<file path="config.mk">
export PLATFORM = sky130hd
export DESIGN_NAME = rf_drsw_seq
export DESIGN_NICKNAME = d
export VERILOG_FILES = /design/src/rtl/rf_pkg.sv /design/src/rtl/rf_spram.sv /design/src/rtl/rf_drsw_seq.sv
export SDC_FILE = /design/constraint.sdc
export NUM_CORES = 1
export LEC_CHECK = 0
export BUFFER_PORTS_ARGS = -buffer_cell sky130_fd_sc_hd__buf_2
export CAP_MARGIN = 10
export CORE_ASPECT_RATIO = 0.6
export CORE_MARGIN = 8
export CORE_UTILIZATION = 66
export DETAILED_ROUTE_END_ITERATION = 7
export PLACE_DENSITY = 0.81
export SLEW_MARGIN = 20
export SYNTH_ARGS = -nofsm -noshare
export SYNTH_HDL_FRONTEND = slang
export SYNTH_SLANG_ARGS = --single-unit
export TNS_END_PERCENT = 1
</file>
<file path="constraint.sdc">
create_clock -name Clk -period 7.3 [get_ports Clk]
set_clock_uncertainty 0.2 [all_clocks]
set_input_delay 1.46 -clock Clk [delete_from_list [all_inputs] [get_ports Clk]]
set_output_delay 1.46 -clock Clk [all_outputs]
set_load 0.02 [all_outputs]
</file>
<file path="src/rtl/rf_pkg.sv">
// Shared types for the sequential dual-read single-write register file.
// Address width follows the embedded (16-reg) or full (32-reg) variant.
package rf_pkg;

  typedef enum logic [2:0] {
    CLEAR,
    IDLE,
    RD1,
    RD2,
    DONE
  } rf_state_t;

  localparam int XLEN    = 32;
  localparam int AW_EMB  = 4;
  localparam int AW_FULL = 5;

  function automatic int aw_f(input bit embedded);
    return embedded ? AW_EMB : AW_FULL;
  endfunction

endpackage

</file>
<file path="src/rtl/rf_spram.sv">
// Single-port synchronous RAM: one access per cycle,
// read data appears the cycle after the address.
module rf_spram #(
  parameter int depth = 16,
  parameter int width = 32
) (
  input  logic                     Clk,
  input  logic                     We,
  input  logic [$clog2(depth)-1:0] Addr,
  input  logic [width-1:0]         WData,
  output logic [width-1:0]         RData
);

  logic [width-1:0] mem_q [depth];

  always_ff @(posedge Clk) begin
    if (We) mem_q[Addr] <= WData;
    RData <= mem_q[Addr];
  end

endmodule

</file>
<file path="src/rtl/rf_drsw_seq.sv">
// Register file with two read ports time-multiplexed onto one
// single-port RAM; reads take three cycles, writes one.
module rf_drsw_seq
  import rf_pkg::*;
#(
  parameter bit  embedded = 1'b1,
  localparam int AW       = aw_f(embedded)
) (
  input  logic            Clk,
  input  logic            Rst,
  input  logic            ReadReq,
  input  logic [AW-1:0]   Rs1Addr,
  input  logic [AW-1:0]   Rs2Addr,
  output logic            ReadAck,
  output logic            ReadValid,
  output logic [XLEN-1:0] Rs1Data,
  output logic [XLEN-1:0] Rs2Data,
  input  logic            WriteReq,
  input  logic [AW-1:0]   RdAddr,
  input  logic [XLEN-1:0] RdData,
  output logic            WriteAck,
  output logic            Busy
);

  localparam int            DEPTH = 1 << AW;
  localparam logic [AW-1:0] LAST  = AW'(DEPTH - 1);

  rf_state_t       state_q;
  logic [AW-1:0]   clr_q;
  logic [AW-1:0]   rs1_q;
  logic [AW-1:0]   rs2_q;
  logic [XLEN-1:0] tmp_q;
  logic [XLEN-1:0] rs1_data_q;
  logic [XLEN-1:0] rs2_data_q;
  logic            valid_q;

  logic            ram_we;
  logic [AW-1:0]   ram_addr;
  logic [XLEN-1:0] ram_wd;
  logic [XLEN-1:0] ram_rd;
  logic            idle;

  assign idle      = (state_q == IDLE) && !Rst;
  assign WriteAck  = idle && WriteReq;
  assign ReadAck   = idle && ReadReq && !WriteReq;
  assign Busy      = Rst || (state_q != IDLE);
  assign ReadValid = valid_q;
  assign Rs1Data   = rs1_data_q;
  assign Rs2Data   = rs2_data_q;

  // Single RAM port arbitration: clear, write, or read address.
  always_comb begin
    ram_we   = 1'b0;
    ram_addr = '0;
    ram_wd   = '0;
    unique case (state_q)
      CLEAR: begin
        ram_we   = 1'b1;
        ram_addr = clr_q;
      end
      IDLE: begin
        if (WriteReq) begin
          ram_we   = (RdAddr != '0);
          ram_addr = RdAddr;
          ram_wd   = RdData;
        end else begin
          ram_addr = Rs1Addr;
        end
      end
      RD1:     ram_addr = rs2_q;
      default: ram_addr = '0;
    endcase
    if (Rst) ram_we = 1'b0;
  end

  rf_spram #(
    .depth(DEPTH),
    .width(XLEN)
  ) u_ram (
    .Clk  (Clk),
    .We   (ram_we),
    .Addr (ram_addr),
    .WData(ram_wd),
    .RData(ram_rd)
  );

  always_ff @(posedge Clk) begin
    if (Rst) begin
      state_q    <= CLEAR;
      clr_q      <= AW'(1);
      rs1_q      <= '0;
      rs2_q      <= '0;
      tmp_q      <= '0;
      rs1_data_q <= '0;
      rs2_data_q <= '0;
      valid_q    <= 1'b0;
    end else begin
      valid_q <= 1'b0;
      unique case (state_q)
        CLEAR: begin
          clr_q <= clr_q + AW'(1);
          if (clr_q == LAST) state_q <= IDLE;
        end
        IDLE: begin
          if (ReadAck) begin
            rs1_q   <= Rs1Addr;
            rs2_q   <= Rs2Addr;
            state_q <= RD1;
          end
        end
        RD1: begin
          tmp_q   <= (rs1_q == '0) ? '0 : ram_rd;
          state_q <= RD2;
        end
        RD2: begin
          rs1_data_q <= tmp_q;
          rs2_data_q <= (rs2_q == '0) ? '0 : ram_rd;
          valid_q    <= 1'b1;
          state_q    <= DONE;
        end
        DONE:    state_q <= IDLE;
        default: state_q <= CLEAR;
      endcase
    end
  end

endmodule

</file>
Yosys cells after proc, flatten, opt, wreduce, memory -nomap -nowiden
Memories as Yosys holds them, arrays and structs flattened. A register that Yosys moved wholly into a read port is not among the register bits. Index checks and enable logic that the tools add are counted.

Output and inout bits: 68. Bits of input ports: 48. ROM bits: 0. Register bits after elaboration: 112. Bits in latches: 0. Memories: 1. Logic and storage cells: 46. RAM bits: 512.

Reduce and logical (&&, ||, !) cells: 13. Divide/modulo/power cells: 0. Equality and inequality tests: 8. Multiplexer cells: 15. Multipliers: 0. Bitwise logic cells: 0. Shifts and indexed selects: 0. $add $sub $neg: 1. $lt $le $gt $ge: 0.

Memory list: u_ram.mem_q (depth 16, bits a word 32, rd ports 1, clocked after Yosys merged registers in 1, write ports 1, RTL line rf_spram.sv:14) `logic [width-1:0] mem_q [depth];`.

Operator list (number): $mux W32 (4); $pmux W3 S5 (1); $pmux W4 S3 (1); $logic_not A4 Y1 (2); $eq A3 B2 Y1 const B (2); $mux W3 (2); $mux W1 (5); $add A4 B1 Y4 const B (1); $eq A4 B4 Y1 const B (1); $logic_and A1 B1 Y1 (4); $mux W4 (1); $ne A2 B2 Y1 const B (2); $reduce_and A2 Y1 (2); $reduce_bool A4 Y1 (1); $eq A3 B1 Y1 const B (1); $eq A3 B3 Y1 const B (1); $logic_not A3 Y1 (1); $ne A3 B1 Y1 const B (1); $logic_not A1 Y1 (2); $pmux W1 S2 (1); $logic_or A1 B1 Y1 (1).

Logic depth before layout (Yosys ltp)
Depth in word-level cells: 6. Depth in mapped cells: 10. Mapped depth without buffers: 6.

By module
From an unflattened synthesis, not the netlist that was laid out.

Cells, all modules: 1395. Area total of the unflattened synthesis: 24392.1 um^2.

By module, submodules not included: rf_spram (seq. area each 16015.4 um^2, instances 1, cells an instance 840, area an instance 19862.8 um^2); rf_drsw_seq (seq. area each 2242.2 um^2, instances 1, cells an instance 555, area an instance 4529.3 um^2).

Worst setup path before layout
No wires, ideal clock.

Path type: input to register. From: in WriteReq. To: mem u_ram.mem_q[10][0] (enable). Buffers on the path: 4. Required time: 6.679 ns. Setup time: 0.421 ns. Slack: 2.370 ns. Arrival time: 4.308 ns. Stages on the path: 8. Path through: buf_2 > mux2i_1 > o32a_1 > buf_2 > buf_2 > clkbuf_1 > nand2_1 > nor2_1.

Cells in the longest elaborated chain, start to end: 5. Elaborated cells on any way between the ends: 7. Those cells by class: mux: 7.

RTL lines: start: declaration (RTL line rf_drsw_seq.sv:18) `input logic WriteReq,`; $mux W1 (RTL line rf_drsw_seq.sv:62) `if (WriteReq) begin`; $pmux W1 S2 (RTL line rf_drsw_seq.sv:56) `unique case (state_q)`; $mux W1 (RTL line rf_drsw_seq.sv:73) `if (Rst) ram_we = 1'b0;`; $mux W1 (RTL line rf_spram.sv:17) `if (We) mem_q[Addr] <= WData;`; $mux W1 (implied by the code) (RTL line rf_spram.sv:17); end: declaration (RTL line rf_spram.sv:14).

Several ways; a longest one is shown, not always the timed one.

Worst setup path after layout
From: reg state_q[0]. To: out ReadAck.

Cells in the longest elaborated chain, start to end: 4.

RTL lines: start: declaration (RTL line rf_drsw_seq.sv:28) `rf_state_t state_q;`; start signal: assignment (RTL line rf_drsw_seq.sv:89) `state_q <= CLEAR;`; start signal: assignment (RTL line rf_drsw_seq.sv:102) `if (clr_q == LAST) state_q <= IDLE;`; start signal: assignment (RTL line rf_drsw_seq.sv:108) `state_q <= RD1;`; $eq A3 B1 Y1 (RTL line rf_drsw_seq.sv:43) `assign idle = (state_q == IDLE) && !Rst;`; $logic_and A1 B1 Y1 (RTL line rf_drsw_seq.sv:43); $logic_and A1 B1 Y1 (2 in a row) (RTL line rf_drsw_seq.sv:45) `assign ReadAck = idle && ReadReq && !WriteReq;`; end: declaration (RTL line rf_drsw_seq.sv:14) `output logic ReadAck,`.

No other way between the ends.

==> impl_metrics.ini <==
[floorplan]
top_level_ports = 116
rows = 55
die_w_um = 267
fp.dieH_um = 167
die_area_um2 = 44600
start_util_pct = 66.7
coreArea_um2 = 37500

[sta]
fmax_mhz = 210
setup_viol = 0
hold_viol = 0
finalCriticalPeriod_ns = 4.76
setup_tns_ns = 0
drv_slew = 0
post-route-period-util_pct = 65.2
rsz0062_at_grt = false
slew_headroom_pct = 25.5
holdWs_ns = 0.253
tightest_slew_ns = 1.12

[critical_path]
crit_chain = or3b_1 -> or4b_1 -> inv_2 -> buf_2
crit_slowest_cell = dfxtp_1
worstReg2RegEnd = u_ram.mem_q[15][7]
worst_setup_path_start_kind = flop
cp.required_ns = 5.64
r2r-start = state_q[0]
rrSetupSlack_ns = 2.97
r2r_cells = 5
critPathKind = reg2out
worst-path-max-fanout = 17
end_kind = output pin
crit_arrival_ns = 3.10
cpPeakStageDelay_ns = 0.80
cp.buffers_inverters = 2
cp_top_family = simple AND/OR/NAND/NOR gates

[global_route]
grt_max_degree = 191
grt_pass1_vias = 16231
antenna_found_initial = 0
overflow = 0
grt_pass1_wl_um = 95300
grt.total_usage_pct = 27.5

[power]
leakagePower_nw = 9.12
ir_drop_mv = 0.264
power_density_nw_per_um2 = 279

[placed_design]
place.gp.congestion = 0.819
dp_hpwl_um = 34600
port_buffers = 115

[layout]
post-route-util_pct = 74.5
diodes = 0
drive_above_1_share_pct = 13.6
layout.nets = 2004
fillers = 2231
area_growth_syn_to_layout_pct = 11.7

[synthesis]
ys_seq_elements = 656
synth_area_um2 = 25000
synth_top_family_by_area = compound AO/OA/AOI/OAI gates
syn_inst = 1904
yosys.area_share.xor_xnor_pct = 0.105
synth-edff-count = 512
synthArstFlopShare_pct = 0
synth_warnings = 0
synthMuxAreaShare_pct = 0.360
synthFlopType = edfxtp_1
syn_nets = 1953
syn_avg_cell_area_um2 = 13.1
netlist-cell-type-count = 47
yosysSeqAreaShare_pct = 73.0
synthAdderAreaFrac_pct = 0.0500
synth-compound-area-share_pct = 13.9
synthSimpleGateAreaFrac_pct = 9.65

[cts]
clk-insertion-delay-late_ns = 0.60
cts.sinks = 656
max-clock-path-buffers = 3
cts_tree = done
ctsHoldBuffers = 0
cts_made_buffers = 54
cts_resized = 0
cts.clk_slew.worst_paths_ns = 0.07
post-cts-setup-buffer-count = 0
htree_levels = 2
ctsRootBufferMaster = clkbuf_16

[route]
remaining_drc_errors = 0
drt_iter0_markers = 2772
ant_nets = 0
via_count = 16765
drtPass1Iterations = 6
avgViaCountPerCell = 6.67
wl_um = 62800
wl_per_cell_um = 25.0

[hold_path]
hp-start = Rs1Data[16]
hold_path.class = reg2reg
whs_path_depth = 2
min_to = Rs1Data[16]

[status]
status = complete, no violations

[run]
maxCapViolCount = 0
==> state kept, by name, summed over array words and instances (netlist names) <==
name         cells
u_ram.mem_q    512
Rs2Data         32
u_ram.RData     32
rs1_q            4
clr_q            4
rs2_q            4
state_q          3
ReadValid        1
Rs1Data         32
tmp_q           32
==> worst max-delay path by stage <==
| stage | from | to | cells after the start |
|---|---|---|---|
| after floorplan | WriteReq | u_ram.mem_q[10][0] | 8 |
| after global placement | WriteReq | u_ram.mem_q[10][23] | 9 |
| after detailed placement | WriteReq | u_ram.mem_q[0][20] | 6 |
| after CTS | state_q[0] | ReadAck | 4 |
| after global routing | state_q[0] | ReadAck | 4 |
| final | state_q[0] | ReadAck | 4 |
==> logic make-up after synthesis <==
family	Yosys count
AOI/OAI and AO/OA	502
adders and majority gates	1
muxes	9
buffers and inverters	180
and+or+nand+nor	553
xor gates and xnor gates	3
DFF	656
==> Yosys cell counts, drive strengths merged (33+ instances only) <==
cell type	count	share of area [%]
edfxtp	512	61
nand2	245	3.7
a21oi	172	3.4
dfxtp	144	12
nor2	119	1.8
clkbuf	111	1.7
a22oi	95	2.9
nand3	65	1.3
nor3	65	1.3
a31oi	63	1.6
a221oi	62	2.7
buf	36	0.79
o21ai	34	0.68
and2	33	0.83
inv	33	0.50
==> routing by layer <==
layer	vias up	GRT usage, %	routed length, µm
met2	1120	42.9	29200
met5	-	0	0
met4	0	8.94	1690
met3	121	5.90	7090
met1	8228	38.5	24900
li1	7296	-	-
==> cells in the final DEF (no fill, tap or decap), drive strengths merged, types with 32 or more instances in the layout <==
cell,instances
inv,34
nor3,65
nand3,65
nand2,245
dfxtp,144
o221ai,32
buf,142
a221oi,62
a211o,32
clkbuf,77
a22oi,95
edfxtp,512
o21ai,34
nor2,119
a31oi,63
a21oi,172
and2,33
==> power by group <==
| part | total (W) | internal (W) | switching [W] |
|---|---|---|---|
| Clock | 0.00298 | 0.00168 | 0.00130 |
| Combinational | 0.000608 | 0.000178 | 0.000430 |
| Sequential | 0.00420 | 0.00411 | 0.0000884 |
| Total | 0.00779 | 0.00597 | 0.00182 |
==> tightest hold or removal path: stages, from the launching register on <==
cell and delay [ns]:
dfxtp_1 0.31, nand2_1 0.05, a21oi_1 0.05
==> cell type report <==
type / count / area (µm²) / share of cell area, %
Clock inverter: 23 / 256 / 0.918
Inverter: 33 / 124 / 0.443
Sequential cell: 656 / 18300 / 65.4
Timing Repair Buffer: 142 / 896 / 3.21
Clock buffer: 77 / 1540 / 5.52
Tap cell: 513 / 642 / 2.30
Multi-Input combinational cell: 1068 / 6220 / 22.3
==> stage by stage <==
stage	instance area, µm²	cells	total power (W)	setup WS (ns)
5_1_grt	27900	2512	0.00798	2.41
6_report	27900	2512	0.00779	2.54
3_5_place_dp	26100	2410	0.00486	2.38
4_1_cts	27900	2510	0.00778	2.57
3_3_place_gp	26000	2407	0.00484	2.53
2_1_floorplan	25000	1904	0.00463	2.37
Power figures use the tool's default switching activity.
